<file path="config.mk">
export PLATFORM = sky130hd
export DESIGN_NAME = spi_tx_fsm
export DESIGN_NICKNAME = d
export VERILOG_FILES = /design/src/rtl/dmx_pkg.sv /design/src/rtl/sync_edge.sv /design/src/rtl/spi_tx_fsm.sv
export SDC_FILE = /design/constraint.sdc
export NUM_CORES = 1
export LEC_CHECK = 0
export CAP_MARGIN = 20
export CORE_ASPECT_RATIO = 0.6
export CORE_UTILIZATION = 35
export CTS_BUF_LIST = sky130_fd_sc_hd__clkbuf_4 sky130_fd_sc_hd__clkbuf_8
export CTS_CLUSTER_SIZE = 14
export DETAILED_ROUTE_END_ITERATION = 8
export GPL_TIMING_DRIVEN = 0
export PLACE_DENSITY = 0.63
export SETUP_SLACK_MARGIN = 0.2
export SYNTH_ARGS = -nofsm -noshare
export SYNTH_HDL_FRONTEND = slang
export SYNTH_SLANG_ARGS = --single-unit
export TNS_END_PERCENT = 30
</file>
<file path="constraint.sdc">
create_clock -name int_osc -period 4.25 [get_ports int_osc]
set_input_delay 0.85 -clock int_osc [delete_from_list [all_inputs] [get_ports int_osc]]
set_output_delay 0.85 -clock int_osc [all_outputs]
set_load 0.02 [all_outputs]
</file>
<file path="src/rtl/dmx_pkg.sv">
// Shared types and constants for the FPGA-side SPI link.
// Word layout is {param[7:0], value[7:0]}, sent MSB-first.
package dmx_pkg;

  typedef enum logic [1:0] {
    WAIT_IDLE,
    IDLE,
    SHIFT
  } tx_state_t;

  localparam int SPI_WORD_W = 16;
  localparam int PARAM_MSB  = 15;
  localparam int VALUE_MSB  = 7;

  function automatic logic [SPI_WORD_W-1:0] pack_word(input logic [7:0] param,
                                                      input logic [7:0] value);
    logic [SPI_WORD_W-1:0] w;
    w = '0;
    w[PARAM_MSB -: 8] = param;
    w[VALUE_MSB -: 8] = value;
    return w;
  endfunction

endpackage

</file>
<file path="src/rtl/sync_edge.sv">
// N-flop synchronizer with registered rise/fall detect.
// A pin edge shows up on rise/fall STAGES+1 clocks later.
module sync_edge #(
  parameter int   STAGES  = 2,
  parameter logic RST_VAL = 1'b0
) (
  input  logic int_osc,
  input  logic reset,
  input  logic din,
  output logic level,
  output logic rise,
  output logic fall
);

  logic [STAGES-1:0] sync_q;
  logic              prev_q;

  assign level = sync_q[STAGES-1];

  // RST_VAL lets a line that is already high at reset release look steady,
  // so no spurious edge is reported.
  always_ff @(posedge int_osc or negedge reset) begin
    if (!reset) begin
      sync_q <= {STAGES{RST_VAL}};
      prev_q <= RST_VAL;
      rise   <= 1'b0;
      fall   <= 1'b0;
    end else begin
      sync_q <= {sync_q[STAGES-2:0], din};
      prev_q <= level;
      rise   <= level & ~prev_q;
      fall   <= ~level & prev_q;
    end
  end

endmodule

</file>
<file path="src/rtl/spi_tx_fsm.sv">
// SPI slave transmitter: holds one status word and shifts it out MSB-first
// on sdo during the next SPILoad-framed transfer; runs entirely on int_osc.
//
// state     | meaning
// WAIT_IDLE | after reset; wait for SPILoad low before honouring a frame
// IDLE      | between frames; load_rise starts a frame
// SHIFT     | in a frame; count sclk rises, shift on sclk falls
module spi_tx_fsm
  import dmx_pkg::*;
#(
  parameter int WIDTH       = SPI_WORD_W,
  parameter int SYNC_STAGES = 2
) (
  input  logic             int_osc,
  input  logic             reset,
  input  logic             sclk,
  input  logic             SPILoad,
  input  logic [WIDTH-1:0] tx_word,
  input  logic             tx_valid,
  output logic             tx_ready,
  output logic             sdo,
  output logic             frame_done,
  output logic             frame_abort,
  output logic             underrun
);

  localparam int              CW        = $clog2(WIDTH + 2);
  localparam logic [CW-1:0]   CNT_FULL  = CW'(WIDTH);
  localparam logic [CW-1:0]   CNT_SAT   = CW'(WIDTH + 1);

  tx_state_t         state;
  logic [WIDTH-1:0]  shift_q;
  logic [WIDTH-1:0]  hold_q;
  logic              hold_valid;
  logic [CW-1:0]     bit_cnt;
  logic              accept;

  logic unused_sclk_level;
  logic sclk_rise, sclk_fall;
  logic load_level, load_rise, load_fall;

  sync_edge #(.STAGES(SYNC_STAGES), .RST_VAL(1'b0)) u_sync_sclk (
    .int_osc (int_osc),
    .reset   (reset),
    .din     (sclk),
    .level   (unused_sclk_level),
    .rise    (sclk_rise),
    .fall    (sclk_fall)
  );

  // Reset high so a frame already in progress at reset release is not
  // mistaken for a new one.
  sync_edge #(.STAGES(SYNC_STAGES), .RST_VAL(1'b1)) u_sync_load (
    .int_osc (int_osc),
    .reset   (reset),
    .din     (SPILoad),
    .level   (load_level),
    .rise    (load_rise),
    .fall    (load_fall)
  );

  assign tx_ready = ~hold_valid;
  assign accept   = tx_valid & tx_ready;
  assign sdo      = shift_q[WIDTH-1];

  always_ff @(posedge int_osc or negedge reset) begin
    if (!reset) begin
      state       <= WAIT_IDLE;
      shift_q     <= '0;
      hold_q      <= '0;
      hold_valid  <= 1'b0;
      bit_cnt     <= '0;
      frame_done  <= 1'b0;
      frame_abort <= 1'b0;
      underrun    <= 1'b0;
    end else begin
      frame_done  <= 1'b0;
      frame_abort <= 1'b0;

      if (accept) begin
        hold_q     <= tx_word;
        hold_valid <= 1'b1;
        underrun   <= 1'b0;
      end

      case (state)
        WAIT_IDLE: begin
          if (!load_level) state <= IDLE;
        end

        IDLE: begin
          if (load_rise) begin
            state   <= SHIFT;
            bit_cnt <= '0;
            if (accept) begin
              shift_q    <= tx_word;
              hold_valid <= 1'b0;
            end else if (hold_valid) begin
              shift_q    <= hold_q;
              hold_valid <= 1'b0;
            end else begin
              shift_q  <= '0;
              underrun <= 1'b1;
            end
          end
        end

        SHIFT: begin
          // Frame end wins over a coincident sclk edge.
          if (load_fall) begin
            state   <= IDLE;
            shift_q <= '0;
            if (bit_cnt == CNT_FULL) frame_done  <= 1'b1;
            else                     frame_abort <= 1'b1;
          end else begin
            if (sclk_rise && bit_cnt != CNT_SAT) bit_cnt <= bit_cnt + CW'(1);
            if (sclk_fall) shift_q <= {shift_q[WIDTH-2:0], 1'b0};
          end
        end

        default: state <= WAIT_IDLE;
      endcase
    end
  end

endmodule

</file>
; ---- Word-level counts from Yosys, hierarchy flattened
; Cells that the tools add are included.
[word_totals]
output_inout_bits = 5
in_bits = 21
wordCells = 73
ff_bits = 53
[classes]
reduce_logical = 6
muxes = 30
n_eq_ne = 10
n_addsub = 1
bitwise = 10
[ops]
columns = cell, count
row1 = two-way mux 16 bit, 5
row2 = one-hot mux 16 bit (2 select lines), 1
row3 = two-way mux 1 bit, 16
row4 = two-way mux 5 bit, 3
row5 = one-hot mux 5 bit (2 select lines), 1
row6 = two-way mux 2 bit, 3
row7 = "!= test 2 bit, second input constant", 3
row8 = one-hot mux 2 bit (3 select lines), 1
row9 = AND reduction 3 bit, 2
row10 = "adder 5 x 1 -> 5 bit, second input constant", 1
row11 = AND 1 bit, 5
row12 = "== test 5 bit, second input constant", 1
row13 = "!= test 5 bit, second input constant", 1
row14 = inverter 1 bit, 5
row15 = "!= test 2 x 1 -> 1 bit, second input constant", 2
row16 = AND reduction 4 bit, 1
row17 = "!= test 3 x 1 -> 1 bit, second input constant", 1
row18 = "== test 2 x 1 -> 1 bit, second input constant", 1
row19 = "== test 2 bit, second input constant", 1
row20 = logical NOT 2 bit, 1
row21 = nonzero test 2 bit, 1
row22 = logical AND 1 bit, 1

; ---- Logic depth before layout (Yosys ltp)
[logic_depth]
depth_word = 7
mapped_depth = 7

; ---- Modules after synthesis
; Synthesis repeated with hierarchy kept, for this count alone.
[hier_totals]
hier_cells = 249
hier_area_um2 = 2476.1
[by_module_without_submodules]
columns = mod, instances, cells_per_inst, area_per_inst_um2
row1 = spi_tx_fsm, 1, 235, 2192.1
row2 = sync_edge at u_sync_load, 1, 7, 143.9
row3 = sync_edge at u_sync_sclk, 1, 7, 140.1

; ---- Worst setup path before layout
; OpenSTA, ideal clock, no wires.
[synth_timing]
kind = register -> register
from = reg state[0]
to = reg shift_q[10]
slack_ps = 2604
n_path_buf = 1
stages_incl_launch_ff = 8
t_arrival_ps = 1511
setup_time_ps = 135
synth_period_minus_slack_ps = 1646
cell_sequence = dfrtp_1 inv_1 ha_1 inv_2 o311a_4 buf_6 nand3_1 o211ai_1
[synth_between]
elab_chain_cells = 3
elab_cells_between_ends = 7
[synth_lines]
columns = element, line_no
row1 = from (decl), spi_tx_fsm.sv:31  ; tx_state_t state;
row2 = from (signal assigned), spi_tx_fsm.sv:68  ; state <= WAIT_IDLE;
row3 = from (signal assigned), spi_tx_fsm.sv:88  ; if (!load_level) state <= IDLE;
row4 = from (signal assigned), spi_tx_fsm.sv:93  ; state <= SHIFT;
row5 = == test 2 bit / == test 2 x 1 -> 1 bit (equally long branches), spi_tx_fsm.sv:86  ; case (state)
row6 = "!= test 3 x 1 -> 1 bit (no source line), or another cell as far along", --
row7 = AND reduction 3 bit (no source line), --
row8 = to (signal assigned), spi_tx_fsm.sv:96  ; shift_q <= tx_word;
row9 = to (signal assigned), spi_tx_fsm.sv:99  ; shift_q <= hold_q;
row10 = to (signal assigned), spi_tx_fsm.sv:117  ; if (sclk_fall) shift_q <= {shift_q[WIDTH-2:0], 1'b0};
row11 = to (decl), spi_tx_fsm.sv:32  ; logic [WIDTH-1:0] shift_q;
; Parallel ways exist; a longest one is shown, timed or not.
; A chain may end at the register's enable or synchronous reset.

; ---- Final worst setup path
[layout_timing]
from = reg hold_valid
to = out tx_ready
[layout_between]
elab_chain_cells = 1
[layout_lines]
columns = element, line_no
row1 = from (decl), spi_tx_fsm.sv:34  ; logic hold_valid;
row2 = from (signal assigned), spi_tx_fsm.sv:71  ; hold_valid <= 1'b0;
row3 = from (signal assigned), spi_tx_fsm.sv:82  ; hold_valid <= 1'b1;
row4 = from (signal assigned), spi_tx_fsm.sv:97  ; hold_valid <= 1'b0;
row5 = inverter 1 bit, spi_tx_fsm.sv:62  ; assign tx_ready = ~hold_valid;
row6 = to (decl), spi_tx_fsm.sv:20  ; output logic tx_ready,
; Every way passes these cells.

==> flow_summary.toml <==
[timing]
worst_slew_pin_slew_ps = 558.7
rsz0062_at_grt = "no"
maxSlewHeadroom_pct = 62.75
hold_slack_ps = 353.7
slew_viol_final = 0
hold_viol = 0
setup_ws_ps = 1819
setup-violations-final = 0
clock_skew_ps = 9.651
fin_crit_sh_pct = 57.21
tns_ps = 0
clock.fmax_ghz = 0.4113
period_minus_slack_ps = 2431

[route]
dr.pass1.iters = 4
routedWlPerCell_um = 14.48
vias = 1846
drt-vias-per-instance = 5.003
wl_um = 5342
drcViolationCount = 0
antenna_left = 0
drt_iter0_markers = 147

[power_and_ir_drop]
power.total_mw = 2.026
p_per_area_mw_per_mm2 = 693.6
vdd_drop_max_uv = 234.7
p_leak_nw = 1.333

[setup_path]
worst_r2r_path_depth = 6
rr_endpoint = "state[1]$_DFFE_PN0P_"
cp-end-kind = "primary output"
cp-start-kind = "flop"
crit_fanout = 10
crit_required_ps = 3400
critical_path_arrival_ps = 1580
r2r_start = "state[0]$_DFFE_PN0P_"
r2r_setup_slack_ps = 2330
path_class = "reg2out"

[global_route]
grt_pass1_wl_um = 8590
grt-ovfl-total = 0
grt_use_total_pct = 16.21
grt_max_degree = 40
antenna_found_initial = 0
grt_pass1_vias = 1675

[hold_path]
min-delay-start = "u_sync_sclk.sync_q[0]$_DFF_PN0_"
min_path_cells = 0
hold_end = "u_sync_sclk.sync_q[1]$_DFF_PN0_"
hold_class = "reg2reg"

[die]
die_y_um = 66.51
io_pins = 26
die_area_mm2 = 0.007283
initial_core_util_pct = 36.36
core_mm2 = 0.006676
rows = 23
dieWidth_um = 109.5

[synthesis]
ys_warn_count = 0
synth_top_flop_cell = "dfrtp_1"
avgSynthCellArea_um2 = 9.788
synth_top_area_cell = "dfrtp_1"
netlist_area_mm2 = 0.002427
synth_edf_count = 0
netlist_instances = 248
synthArstFlopShare_pct = 100.0
syn-num-nets = 277
synth_seq_cells = 53
synth_top_cell_area_share_pct = 51.55
ys_types = 37
synth_common_cells = "70 x nand2_1, 50 x dfrtp_1, 15 x a21oi_1"
synth.most_common_cell = "nand2_1"
synth-seq-area-share_pct = 54.79
synthTopCellsByArea = "dfrtp_1 52%, nand2_1 11%, ha_1 4.1%"

[finish]
drive_gt1_share_pct = 8.865
area_growth_pct = 20.36
final_net_count = 310
insertedDiodeCount = 0

[clock_network]
htree_levels = 2
numCtsBuffers = 5
root_buffer = "clkbuf_8"
path_clk_slew_ps = 90
cts_setup_buffers = 0
clock_sinks = 53
ctsLongestPathBuffers = 2
cts.repair.resized = 0
cts_tree = "yes"
clk_latency_ps = 310
postCtsHoldBufs = 0

[place]
routabilityCongestion = 0.8279
dp_hpwl_um = 3883
pre_cts_ws_ps = 1787
portBuffers = 25

[run_status]
status = "complete, no violations"

[run]
cap_violations = 0
[worst max-delay path by stage]
stage / start / end / slack, ps / cells after the start
floorplan: state[0]$_DFFE_PN0P_ / shift_q[10]$_DFFE_PN0P_ / 2600 / 7
global placement: reset / u_sync_sclk.sync_q[0]$_DFF_PN0_ / 670 / 1
detailed placement: tx_valid / hold_q[9]$_DFFE_PN0P_ / 1790 / 6
CTS: hold_valid$_DFF_PN0_ / tx_ready / 1800 / 3
global route: hold_valid$_DFF_PN0_ / tx_ready / 1740 / 3
finish: hold_valid$_DFF_PN0_ / tx_ready / 1820 / 3
[area by class of cell]
type / count / area [um2]
Fill cell: 675 / 3755
Sequential cell: 53 / 1330
Multi-Input combinational cell: 177 / 1010
Timing Repair Buffer: 26 / 265.3
Tap cell: 87 / 108.9
Clock buffer: 7 / 90.09
Buffer: 10 / 57.56
Clock inverter: 1 / 30.03
Inverter: 8 / 30.03
[cells by family after synthesis]
kind of cell	count (synthesis)	synth area share, %
AO/OA/AOI/OAI	53	16.34
multiplexers	3	1.289
buffers and inverters	18	3.608
AND/OR/NAND/NOR	113	19.85
flip-flops	53	54.79
adder cells (fa/ha/maj)	8	4.124
[stage by stage]
stage | utilization (%) | std cells | area, um2
6_report | 43.76 | 369 | 2922
5_1_grt | 43.76 | 369 | 2922
4_1_cts | 43.76 | 369 | 2922
3_5_place_dp | 41.96 | 361 | 2801
3_3_place_gp | 41.74 | 360 | 2786
2_1_floorplan | - | 248 | 2427
[state kept, by name, indices dropped and copies added, names as in the netlist, named ones only]
signal              flops
u_sync_sclk.sync_q      2
hold_q                 16
u_sync_sclk.fall        1
hold_valid              1
frame_abort             1
u_sync_load.sync_q      2
u_sync_sclk.prev_q      1
shift_q                16
u_sync_load.prev_q      1
state                   2
u_sync_load.rise        1
frame_done              1
u_sync_load.fall        1
bit_cnt                 5
u_sync_sclk.rise        1
[cells in the final DEF, fill, tap and decap left out, types with 5 or more instances in the layout]
master,count
nand2_1,70
dfrtp_1,50
nor2b_1,7
a22oi_1,10
a21o_1,6
o211ai_1,7
a21oi_1,15
nand3_1,12
buf_2,5
inv_1,7
clkbuf_8,6
ha_1,8
clkdlybuf4s50_1,24
nor2_1,14
[power by group]
| group | total, mW | switching, mW | leakage [nW] | internal [mW] |
|---|---|---|---|---|
| combinational | 0.877 | 0.507 | 0.614 | 0.370 |
| clock | 0.367 | 0.168 | 0.0619 | 0.199 |
| sequential | 0.782 | 0.101 | 0.657 | 0.681 |
| total | 2.03 | 0.777 | 1.33 | 1.25 |
[metal layers]
layer  GRT usage (%)  up-vias  part of all wire (%)
met3           4.012        7                   5.6
li1                -      914                     -
met5               0        -                     0
met2           19.58       44                    36
met1           26.85      881                    58
met4           4.500        0                   1.2
[worst max-delay path, stage by stage (launching register included)]
cell             delay [ps]
dfrtp_1                 360
buf_2                   190
inv_1                   110
clkdlybuf4s50_1         610
Power figures use the tool's default switching activity.
